**config.mk**
```make
export PLATFORM = sky130hd
export DESIGN_NAME = alu_bitslice_reg_flat
export DESIGN_NICKNAME = d
export VERILOG_FILES = /design/src/rtl/alu_bitslice_reg_if.sv /design/src/rtl/alu_bitslice_reg.sv /design/src/flat_wrapper.sv
export SDC_FILE = /design/constraint.sdc
export NUM_CORES = 1
export LEC_CHECK = 0
export BUFFER_PORTS_ARGS = -buffer_cell sky130_fd_sc_hd__buf_2
export CAP_MARGIN = 40
export CORE_MARGIN = 5
export CORE_UTILIZATION = 37
export CTS_CLUSTER_SIZE = 24
export DETAILED_ROUTE_END_ITERATION = 7
export GPL_TIMING_DRIVEN = 0
export PLACE_DENSITY_LB_ADDON = 0.1
export SLEW_MARGIN = 0
export SYNTH_ARGS = -nofsm -noshare
export SYNTH_HDL_FRONTEND = slang
export SYNTH_SLANG_ARGS = --single-unit
```
**constraint.sdc**
```tcl
create_clock -name clk -period 84.4 [get_ports clk]
set_clock_uncertainty 0.2 [all_clocks]
set_input_delay 16.88 -clock clk [delete_from_list [all_inputs] [get_ports clk]]
set_output_delay 16.88 -clock clk [all_outputs]
set_load 0.05 [all_outputs]
```
**src/rtl/alu_bitslice_reg_if.sv**
```systemverilog
// Bundle of the execute-stage ALU signals: operands and op code in,
// registered result and flags out.
//
// Handshake: en is a one-way valid with no ready. The ALU accepts the
// operation presented on every rising edge where en=1; valid is en delayed
// by one cycle and marks the cycle in which result/flags reflect that new
// operation. While valid=0 the outputs keep their last values.
interface alu_bitslice_reg_if #(
    parameter int WIDTH = 64
);
    logic             en;
    logic [WIDTH-1:0] A;
    logic [WIDTH-1:0] B;
    logic [2:0]       cntrl;
    logic [WIDTH-1:0] result;
    logic             negative;
    logic             zero;
    logic             overflow;
    logic             carry_out;
    logic             valid;

    // Issuing side (decode/operand fetch).
    modport master (
        output en,
        output A,
        output B,
        output cntrl,
        input  result,
        input  negative,
        input  zero,
        input  overflow,
        input  carry_out,
        input  valid
    );

    // The ALU itself.
    modport slave (
        input  en,
        input  A,
        input  B,
        input  cntrl,
        output result,
        output negative,
        output zero,
        output overflow,
        output carry_out,
        output valid
    );
endinterface

```
**src/rtl/alu_bitslice_reg.sv**
```systemverilog
// Registered WIDTH-bit ALU built from a ripple chain of one-bit cells.
// Each cell holds a full adder, AND/OR logic, a 4:1 sum selector and a
// gated carry-out; a per-bit 2:1 mux feeds either B or ~B into the cell.
// Result and flags are captured one cycle after en is sampled high.
module alu_bitslice_reg #(
    parameter int WIDTH = 64
) (
    input  logic                clk,
    input  logic                reset,
    alu_bitslice_reg_if.slave   bus
);

    // Op codes. 001 and 111 are reserved and produce an all-zero result.
    localparam logic [2:0] OP_PASS = 3'b000;
    localparam logic [2:0] OP_ADD  = 3'b010;
    localparam logic [2:0] OP_SUB  = 3'b011;
    localparam logic [2:0] OP_AND  = 3'b100;
    localparam logic [2:0] OP_OR   = 3'b101;
    localparam logic [2:0] OP_XOR  = 3'b110;

    // Cell sum selector encodings.
    localparam logic [1:0] SEL_AND  = 2'b00;
    localparam logic [1:0] SEL_OR   = 2'b01;
    localparam logic [1:0] SEL_PASS = 2'b10;
    localparam logic [1:0] SEL_SUM  = 2'b11;

    // Decoded control shared by every cell.
    logic       cout_sel;   // 1 gates every cell carry to 0
    logic [1:0] sum_sel;
    logic       sub;        // invert B and inject carry-in of 1
    logic       reserved;   // unassigned op code
    logic       arith;      // add or sub: flags from the carry chain

    // Datapath nets.
    logic [WIDTH-1:0] b_in;
    logic [WIDTH:0]   carry;    // carry[i] is the carry into bit i
    logic [WIDTH-1:0] sum;
    logic [WIDTH-1:0] alu_result;
    logic             alu_negative;
    logic             alu_zero;
    logic             alu_overflow;
    logic             alu_carry_out;

    // Output registers.
    logic [WIDTH-1:0] result_q;
    logic             negative_q;
    logic             zero_q;
    logic             overflow_q;
    logic             carry_out_q;
    logic             valid_q;

    // Op-code decode into cell controls; defaults describe a reserved op.
    always_comb begin
        cout_sel = 1'b1;
        sum_sel  = SEL_AND;
        sub      = 1'b0;
        reserved = 1'b0;
        arith    = 1'b0;
        unique case (bus.cntrl)
            OP_PASS: sum_sel = SEL_PASS;
            OP_ADD: begin
                sum_sel  = SEL_SUM;
                cout_sel = 1'b0;
                arith    = 1'b1;
            end
            OP_SUB: begin
                sum_sel  = SEL_SUM;
                cout_sel = 1'b0;
                sub      = 1'b1;
                arith    = 1'b1;
            end
            OP_AND:  sum_sel = SEL_AND;
            OP_OR:   sum_sel = SEL_OR;
            OP_XOR:  sum_sel = SEL_SUM;
            default: reserved = 1'b1;
        endcase
    end

    // Subtraction is A + ~B + 1: the +1 enters as the bit-0 carry-in.
    assign carry[0] = sub;

    for (genvar i = 0; i < WIDTH; i++) begin : g_cell
        logic a_bit;
        logic cell_b;
        logic cell_cin;
        logic cell_sum;
        logic cell_maj;

        assign a_bit    = bus.A[i];
        // 2:1 mux selecting B or ~B for this cell.
        assign cell_b   = sub ? ~bus.B[i] : bus.B[i];
        assign cell_cin = carry[i];
        assign b_in[i]  = cell_b;

        // Full-adder carry: majority of the three cell inputs.
        assign cell_maj = (a_bit & cell_b) | (a_bit & cell_cin) | (cell_b & cell_cin);

        // Carry-out is gated off for non-arithmetic ops so the chain stays quiet.
        assign carry[i+1] = cout_sel ? 1'b0 : cell_maj;

        // 4:1 sum selector for this cell.
        always_comb begin
            cell_sum = 1'b0;
            unique case (sum_sel)
                SEL_AND:  cell_sum = a_bit & cell_b;
                SEL_OR:   cell_sum = a_bit | cell_b;
                SEL_PASS: cell_sum = cell_b;
                SEL_SUM:  cell_sum = a_bit ^ cell_b ^ cell_cin;
                default:  cell_sum = 1'b0;
            endcase
        end

        assign sum[i] = cell_sum;
    end

    // Result and flag formation from the cell outputs.
    always_comb begin
        alu_result    = reserved ? '0 : sum;
        alu_negative  = alu_result[WIDTH-1];
        alu_zero      = (alu_result == '0);
        // Signed overflow: carry into the MSB disagrees with carry out of it.
        alu_overflow  = arith & (carry[WIDTH] ^ carry[WIDTH-1]);
        alu_carry_out = arith & carry[WIDTH];
    end

    // Output registers: reset wins over en, en captures, otherwise hold.
    always_ff @(posedge clk) begin
        if (reset) begin
            result_q    <= '0;
            negative_q  <= 1'b0;
            zero_q      <= 1'b1;
            overflow_q  <= 1'b0;
            carry_out_q <= 1'b0;
            valid_q     <= 1'b0;
        end else begin
            valid_q <= bus.en;
            if (bus.en) begin
                result_q    <= alu_result;
                negative_q  <= alu_negative;
                zero_q      <= alu_zero;
                overflow_q  <= alu_overflow;
                carry_out_q <= alu_carry_out;
            end
        end
    end

    assign bus.result    = result_q;
    assign bus.negative  = negative_q;
    assign bus.zero      = zero_q;
    assign bus.overflow  = overflow_q;
    assign bus.carry_out = carry_out_q;
    assign bus.valid     = valid_q;

    // b_in is kept as a named bus for probing the B-path mux.
    logic unused_b_in;
    assign unused_b_in = ^b_in;

endmodule

```
**src/flat_wrapper.sv**
```systemverilog
// flat-port wrapper written by rule: the top's interface ports become plain ports
module alu_bitslice_reg_flat 
#(
    parameter int WIDTH = 64
)
  (clk, reset, bus_en, bus_A, bus_B, bus_cntrl, bus_result, bus_negative, bus_zero, bus_overflow, bus_carry_out, bus_valid);
  alu_bitslice_reg_if #(.WIDTH(WIDTH)) bus_i ();
  input  logic clk;
  input  logic reset;
  input wire logic [$bits(bus_i.en)-1:0] bus_en;
  input wire logic [$bits(bus_i.A)-1:0] bus_A;
  input wire logic [$bits(bus_i.B)-1:0] bus_B;
  input wire logic [$bits(bus_i.cntrl)-1:0] bus_cntrl;
  output wire logic [$bits(bus_i.result)-1:0] bus_result;
  output wire logic [$bits(bus_i.negative)-1:0] bus_negative;
  output wire logic [$bits(bus_i.zero)-1:0] bus_zero;
  output wire logic [$bits(bus_i.overflow)-1:0] bus_overflow;
  output wire logic [$bits(bus_i.carry_out)-1:0] bus_carry_out;
  output wire logic [$bits(bus_i.valid)-1:0] bus_valid;
  assign bus_i.en = bus_en;
  assign bus_i.A = bus_A;
  assign bus_i.B = bus_B;
  assign bus_i.cntrl = bus_cntrl;
  assign bus_result = bus_i.result;
  assign bus_negative = bus_i.negative;
  assign bus_zero = bus_i.zero;
  assign bus_overflow = bus_i.overflow;
  assign bus_carry_out = bus_i.carry_out;
  assign bus_valid = bus_i.valid;
  alu_bitslice_reg #(.WIDTH(WIDTH)) u_core (.clk(clk), .reset(reset), .bus(bus_i));
endmodule
```
Word-level counts from Yosys, hierarchy flattened
Cells that the tools add are included.
- equal/unequal tests: 8
- mux-type cells: 196
- bitwise logic cells: 579
- reduce and logical (&&, ||, !) cells: 6
- operators with widths (kind ; number):
    $pmux W1 S4 ; 64
    $and A1 B1 Y1 ; 194
    $or A1 B1 Y1 ; 192
    $mux W1 ; 130
    $xor A1 B1 Y1 ; 129
    $logic_not A64 Y1 ; 1
    $mux W64 ; 1
    $not A1 Y1 ; 64
    $eq A3 B3 Y1 const B ; 3
    $eq A3 B2 Y1 const B ; 2
    $pmux W2 S3 ; 1
    $reduce_or A6 Y1 ; 1
    $eq A2 B2 Y1 const B ; 2
    $logic_not A3 Y1 ; 1
    $reduce_or A3 Y1 ; 1
    $eq A2 B1 Y1 const B ; 1
    $logic_not A2 Y1 ; 1
    $reduce_or A2 Y1 ; 1
- flip-flop bits (word level): 69
- output and inout port bits: 69
- word-level logic and storage cells: 795

Longest topological paths before layout
Gate-level depths: netlist (run 1).
- depth after elaboration: 261
- depth in mapped cells: 138

Worst setup path after synthesis (run 1)
OpenSTA, ideal clock, no wires.
- kind: input to register
- start: input bus_cntrl[0]
- end: register u_core.zero_q, in the netlist u_core.bus.zero
- setup time: 0.084 ns
- arrival: 50.063 ns
- required time: 84.116 ns
- setup slack: 34.053 ns
- cell stages on the path: 138
- buffers on the path: 5
- cells stage by stage: buf_4 > buf_2 > buf_2 > buf_1 > nand2_1 > clkbuf_1 > xnor2_1 > fa_1 > and2_1 > fa_1 > and2_1 > fa_1 > and2_1 > fa_1 > and2_1 > fa_1 > and2_1 > fa_1 > [... 102 more ...] > and2_1 > fa_1 > and2_1 > fa_1 > and2_1 > fa_1 > and2_1 > fa_1 > and2_1 > fa_1 > and2_1 > fa_1 > nand2_1 > a22oi_1 > nor3_1 > nand4_1 > or4_1 > o31ai_2
- longest elaborated chain between the ends: 259
- ends and longest elaborated chain (item ; RTL line ; source):
    start: declaration ; flat_wrapper.sv:13 ; input wire logic [$bits(bus_i.cntrl)-1:0] bus_cntrl;
    $eq A3 B2 Y1 ; alu_bitslice_reg.sv:59 ; unique case (bus.cntrl)
    $mux W1 ; alu_bitslice_reg.sv:59 ;
    $mux W1 ; alu_bitslice_reg.sv:91 ; assign cell_b = sub ? ~bus.B[i] : bus.B[i];
    $and A1 B1 Y1 ; alu_bitslice_reg.sv:96, alu_bitslice_reg.sv:105 ;
    $or A1 B1 Y1 (2 in series) ; alu_bitslice_reg.sv:96 ; assign cell_maj = (a_bit & cell_b) | (a_bit & cell_cin) | (cell_b & cell_cin);
    $mux W1 ; alu_bitslice_reg.sv:99 ; assign carry[i+1] = cout_sel ? 1'b0 : cell_maj;
    $and A1 B1 Y1 ; alu_bitslice_reg.sv:96 ;
    $or A1 B1 Y1 (2 in series) ; alu_bitslice_reg.sv:96 ;
    [... 240 more ...] ; -- ;
    $mux W1 ; alu_bitslice_reg.sv:99 ;
    $and A1 B1 Y1 ; alu_bitslice_reg.sv:96 ;
    $or A1 B1 Y1 (2 in series) ; alu_bitslice_reg.sv:96 ;
    $mux W1 ; alu_bitslice_reg.sv:99 ;
    $xor A1 B1 Y1 ; alu_bitslice_reg.sv:108 ; SEL_SUM: cell_sum = a_bit ^ cell_b ^ cell_cin;
    $pmux W1 S4 ; alu_bitslice_reg.sv:104 ; unique case (sum_sel)
    $mux W64 * ; alu_bitslice_reg.sv:118 ; alu_result = reserved ? '0 : sum;
    $logic_not A64 Y1 * ; alu_bitslice_reg.sv:120 ; alu_zero = (alu_result == '0);
    end signal: assignment ; alu_bitslice_reg.sv:140 ; zero_q <= alu_zero;
    end: declaration ; alu_bitslice_reg.sv:47 ; logic zero_q;
Mark *: on every way between the ends. The rest lies on a longest branch, timed or not.
A chain may end at the register's enable or synchronous reset.

Worst setup path after layout (run 1)
Same ends and word-level chain as after synthesis.

==> results of run 1 <==
Yosys cell counts, types with 13 or more instances:
cell,count,area share
inv_1,131,0.054
ha_1,126,0.17
dfxtp_1,68,0.15
nor2_1,64,0.026
xnor2_1,64,0.062
and2_1,63,0.043
fa_1,63,0.14
a21oi_1,62,0.034
clkbuf_1,53,0.022
nand2_1,53,0.022
o211ai_1,45,0.037
nand2b_1,35,0.024
o22ai_1,35,0.024
a31oi_1,26,0.018
o21ai_0,26,0.014
a22oi_1,18,0.015
mux2i_1,18,0.020
a211oi_1,13,0.011
buf_2,13,0.0072
registers in the layout (all words and copies together), names as in the netlist:
name,cells
u_core.bus.carry_out,1
u_core.bus.negative,1
u_core.bus.overflow,1
u_core.bus.result,63
u_core.bus.valid,1
u_core.bus.zero,1
critical path: cells and delay by family:
family	cells	cell delay (ps)
xor+xnor	1	300
buf+inv	6	2100
fa+ha+maj	63	22680
simple gates	67	11670
compound gates	2	390
layer usage:
metal  part of all wire  routed length (µm)
met1               0.44               16300
met2               0.43               15800
met3              0.095                3500
met4              0.029                1050
met5                  0                   0
layout make-up:
cell class / count / area (µm²) / share of cell area
flip-flops and latches: 68 / 1360 / 0.125
plain buffers: 82 / 350 / 0.0322
well taps: 324 / 405 / 0.0373
inverters: 133 / 499 / 0.0459
diodes: 1 / 2.50 / 0.000230
repair buffers: 203 / 1030 / 0.0951
clock buffers: 9 / 225 / 0.0207
multi-input cells: 822 / 6860 / 0.630
clock inverters: 7 / 146 / 0.0135
stage by stage:
| step | setup slack (ps) | std cells | utilization |
|---|---|---|---|
| floorplan | 34050 | 1105 | - |
| global placement | 30280 | 1629 | 0.432 |
| detailed placement | 30260 | 1632 | 0.433 |
| CTS | 30450 | 1648 | 0.449 |
| global route | 29040 | 1649 | 0.449 |
| finish | 30400 | 1649 | 0.449 |
kinds of logic after synthesis:
group	share of synthesized area
multiplexers	0.0199
buffers and inverters	0.0937
adder cells (fa/ha/maj)	0.313
flip-flops	0.150
AO/OA/AOI/OAI	0.201
XOR/XNOR	0.0628
AND/OR/NAND/NOR	0.159
worst paths after layout:
kind | cells after the start | start | end | slack (ps)
min | 2 | u_core.bus.result[25]$_SDFFE_PP0P_ | u_core.bus.result[25]$_SDFFE_PP0P_ | 260
max reg2reg | 2 | u_core.bus.result[57]$_SDFFE_PP0P_ | u_core.bus.result[57]$_SDFFE_PP0P_ | 83430
min reg2reg | 2 | u_core.bus.result[25]$_SDFFE_PP0P_ | u_core.bus.result[25]$_SDFFE_PP0P_ | 260
max | 139 | bus_cntrl[0] | u_core.bus.zero$_SDFFE_PP1P_ | 30400
power by group through the flow:
stage	combinational [µW]	sequential [µW]	clock [µW]
CTS	63.1	36.0	47.8
global route	69.5	36.3	49.3
global placement	62.0	36.7	0
floorplan	31.4	45.2	0
finish	63.9	36.0	47.3
detailed placement	62.8	36.7	0
==> flow_metrics.tcl, run 1 <==
set metrics [dict create \
    area_growth_syn_to_layout_pct 20.0 \
    path_common_cell "fa_1" \
    cts_tree "yes" \
    maxSlewHeadroom 0.386 \
    synth.cell_area_um2 9070 \
    clk_path_buf_depth 2 \
    wl_um 36700 \
    maxCapViolations 0 \
    drtIter0Drc 677 \
    drv_slew 0 \
    port_buffers 200 \
    via_count 8858 \
    finalWeightedCongestion 0.942 \
    use_met3 0.0699 \
    busiest_layer "met2" \
    hold_buffers 0 \
    clock-sinks 68 \
    dp_hpwl_um 29700 \
    critical_path.max_fanout 10 \
    slowest_delay_ps 610 \
    worst_pin_slew_ps 921 \
    fmax_ghz 0.0185 \
    overflow 0 \
    io_pins 203 \
    drive_above_1_share 0.188 \
    final_nets 1642 \
    synth_flop_cell "dfxtp_1" \
    h-tree-depth 3 \
    hold_viol 0 \
    period_share 0.640 \
    hold_slack_ps 257 \
    die_y_um 167 \
    grt_pass1_wl_um 54300 \
    drt-pass1-iter-count 5 \
    die_w_um 167 \
    grtUsageMet2 0.391 \
    synth_nets 1428 \
    synth_cell_types 58 \
    wire_per_inst_um 22.2 \
    p_int_uw 87.5 \
    fin_crit_ps 54000 \
    status "complete, no violations" \
    seqPwrFrac 0.245 \
    ys_ff_latch 68 \
    viasPerCell 5.37 \
    p_sw_frac 0.406 \
    antenna_found_initial 1 \
    p_per_area_nw_per_um2 13.5 \
    cts.reportedPaths.clkPinSlew_ps 60 \
    worstHoldPathType "flop to flop" \
    power.total_uw 147 \
    cp-start-kind "input port" \
    setup_tns_ps 0 \
    seq_area_frac_synth 0.150 \
    switchingPower_uw 59.8 \
    fill_cells 2581 \
    ys_async_sr_fraction 0 \
    rsz0062_at_grt "false" \
    root_buffer "clkbuf_16" \
    gr-usage-met1 0.353 \
    synth_edf_count 0 \
    grt_pass1_vias 8857 \
    grt_usage 0.255 \
    rows 57 \
    pwr-share-comb 0.434 \
    grt_max_degree 14 \
    clkLatencyLatePin_ps 320 \
    power_leakage_uw 0.00525 \
    dpl_cell_area_um2 10500 \
    dieArea_um2 27700 \
    finalInstanceArea_um2 10900 \
    cpMaxStageDelayCell "or4_1" \
    layout_commonest_cell "buf_2" \
    drc 0 \
    layout_common_cells "buf_2 (213), inv_1 (131), ha_1 (126)" \
    cp_data_arrival_time_ps 54040 \
    p_clk_frac 0.321 \
    post_cts_buffers 0 \
    yosysWarnings 0 \
    synth_area_per_cell_um2 8.21 \
    start_util 0.374 \
    setup_viol 0 \
    worst-setup-path-type "input port to flop" \
    worstPathRequired_ps 84440 \
    postCtsResizedCells 0 \
    ir_drop_v 0.0000100 \
    ant_nets 0 \
    cts_buffers 9 \
    core_um2 24200 \
    synth_cells 1105 \
    end_kind "flop" \
]
Note: power is estimated with default switching activity, not from simulation.
==> run 2, diff against run 1 <==
==> constraint.sdc (replaced) <==
create_clock -name clk -period 43.3 [get_ports clk]
set_clock_uncertainty 0.2 [all_clocks]
set_input_delay 8.66 -clock clk [delete_from_list [all_inputs] [get_ports clk]]
set_output_delay 8.66 -clock clk [all_outputs]
set_load 0.05 [all_outputs]
==> run 2 against run 1 <==
Core utilization increased by 1.1 points; combinational power increased by 100%; die area unchanged; largest power group unchanged; critical path depth decreased by 3; highest routed layer is now met5; sequential share of layout area decreased by 0.30 points; first-iteration DRC count increased by 9.3%; sequential power increased by 95%; total power increased by 97%; non-clock buffer count increased by 3; largest cell class unchanged; count of clock-buffer cells in the layout unchanged.
==> flow_metrics.tcl, run 2 (synthesis gave the netlist of run 1 again) <==
set metrics [dict create \
    path_delay_family "adder cells" \
    end_kind "flop" \
    io_pins 203 \
    clk_path_buf_depth 2 \
    wl_um 36900 \
    rrSetupSlack_ps 42280 \
    cts_buffers 9 \
    area_growth_syn_to_layout_pct 23.0 \
    maxSlewHeadroom 0.324 \
    seqPwrFrac 0.242 \
    regToRegStartpoint "u_core.bus.zero$_SDFFE_PP1P_" \
    antenna_found_initial 2 \
    cp-start-kind "input port" \
    start_util 0.374 \
    cts_tree "yes" \
    hp-start "u_core.bus.result[25]$_SDFFE_PP0P_" \
    drv_slew 0 \
    layout_commonest_cell "buf_2" \
    grt_pass1_wl_um 54400 \
    viasPerCell 5.39 \
    worst_pin_slew_ps 1010 \
    ant_nets 0 \
    slowest_delay_ps 580 \
    cpMaxStageDelayCell "or4_4" \
    min_to "u_core.bus.result[25]$_SDFFE_PP0P_" \
    final_nets 1645 \
    drc 0 \
    path_common_cell "fa_1" \
    dieArea_um2 27700 \
    worstPathRequired_ps 43350 \
    fin_crit_ps 42270 \
    ir_drop_v 0.0000195 \
    pwr-share-comb 0.441 \
    die_w_um 167 \
    hold_path_depth 2 \
    finalNonFillerCells 1652 \
    drt-pass1-iter-count 6 \
    worst-setup-path-type "input port to flop" \
    period_share 0.976 \
    die_y_um 167 \
    cp_data_arrival_time_ps 42320 \
    clkLatencyLatePin_ps 320 \
    switchingPower_uw 117 \
    h-tree-depth 3 \
    grt_max_degree 20 \
    largest_reg_flops 63 \
    clock-sinks 68 \
    place_inst 1632 \
    root_buffer "clkbuf_16" \
    p_per_area_nw_per_um2 26.0 \
    port_buffers 200 \
    grt_usage 0.256 \
    maxCapViolations 0 \
    cp_num_buf_inv 3 \
    hold_viol 0 \
    wire_per_inst_um 22.3 \
    hold_buffers 0 \
    grt_pass1_vias 8873 \
    overflow 0 \
    power_leakage_uw 0.00535 \
    worstRegToRegCells 2 \
    via_count 8907 \
    power.total_uw 290 \
    drive_above_1_share 0.228 \
    rows 57 \
    status "complete, no violations" \
    layout_common_cells "buf_2 (208), inv_1 (131), ha_1 (126)" \
    worstHoldPathType "flop to flop" \
    dp_hpwl_um 29700 \
    fmax_ghz 0.0237 \
    r2r_end "u_core.bus.zero$_SDFFE_PP1P_" \
    p_sw_frac 0.404 \
    p_clk_frac 0.317 \
    setup_viol 0 \
    drtIter0Drc 740 \
    finalWeightedCongestion 0.942 \
    critical_path.max_fanout 10 \
    p_int_uw 173 \
    cts.reportedPaths.clkPinSlew_ps 60 \
    core_um2 24200 \
]
[run 2: repair_timing]
item / 4_1_cts / 5_1_grt
pin swaps: 4 / 5
setup buffers: 3 / 4
resized for setup: 29 / 44
cloned: 0 / 1
endpoints found under the setup margin: 6 / 5
[run 2: per-stage QoR]
| stage | utilization | TNS, ps | area, µm² | hold WS, ps | setup slack [ps] |
|---|---|---|---|---|---|
| 6_report | 0.460 | 0 | 11200 | 257 | 1030 |
| 3_5_place_dp | 0.433 | -9440 | 10500 | 251 | -2620 |
| 4_1_cts | 0.454 | 0 | 11000 | 260 | 8.49 |
| 5_1_grt | 0.460 | -25.9 | 11200 | 272 | -25.9 |
| 2_1_floorplan | - | 0 | 9070 | 486 | 1170 |
| 3_3_place_gp | 0.432 | -9320 | 10500 | 248 | -2600 |
[run 2: cell type report]
class	count	area, µm²
clock buffer	9	225
inverter	133	499
tap	324	405
timing repair buffer	211	1120
fill	2550	13100
clock inverter	7	146
antenna	1	2.50
sequential	68	1360
buffer	77	374
multi-input combinational	822	7010
[run 2: worst register-to-register path: cells and delay by family (launching register included)]
kind,cells,cell delay (ps)
flops,1,310
compound gates,2,390
[run 2: how the worst max path moves through the flow]
stage / startpoint / end / slack [ps] / cells past startpoint
floorplan: bus_cntrl[0] / u_core.bus.zero$_SDFFE_PP1P_ / 1170 / 138
CTS: bus_cntrl[0] / u_core.bus.zero$_SDFFE_PP1P_ / 8 / 137
finish: bus_cntrl[1] / u_core.bus.zero$_SDFFE_PP1P_ / 1030 / 136
global placement: bus_cntrl[0] / u_core.bus.zero$_SDFFE_PP1P_ / -2600 / 139
global route: bus_cntrl[2] / u_core.bus.zero$_SDFFE_PP1P_ / -30 / 137
detailed placement: bus_cntrl[0] / u_core.bus.zero$_SDFFE_PP1P_ / -2620 / 139
[run 2: power groups by stage]
| stage | clock, µW | combinational [µW] | sequential, µW |
|---|---|---|---|
| 2_1_floorplan | 0 | 61.2 | 88.2 |
| 3_3_place_gp | 0 | 121 | 71.6 |
| 3_5_place_dp | 0 | 122 | 71.5 |
| 4_1_cts | 93.3 | 124 | 70.2 |
| 5_1_grt | 96.1 | 139 | 70.7 |
| 6_report | 92.0 | 128 | 70.2 |
[run 2: per-layer routing]
metal	wire [µm]	global-route usage	up-vias
li1	-	-	4135
met1	16200	0.357	4301
met2	16000	0.392	415
met3	3580	0.0647	54
met4	1070	0.0768	2
met5	19	0	-
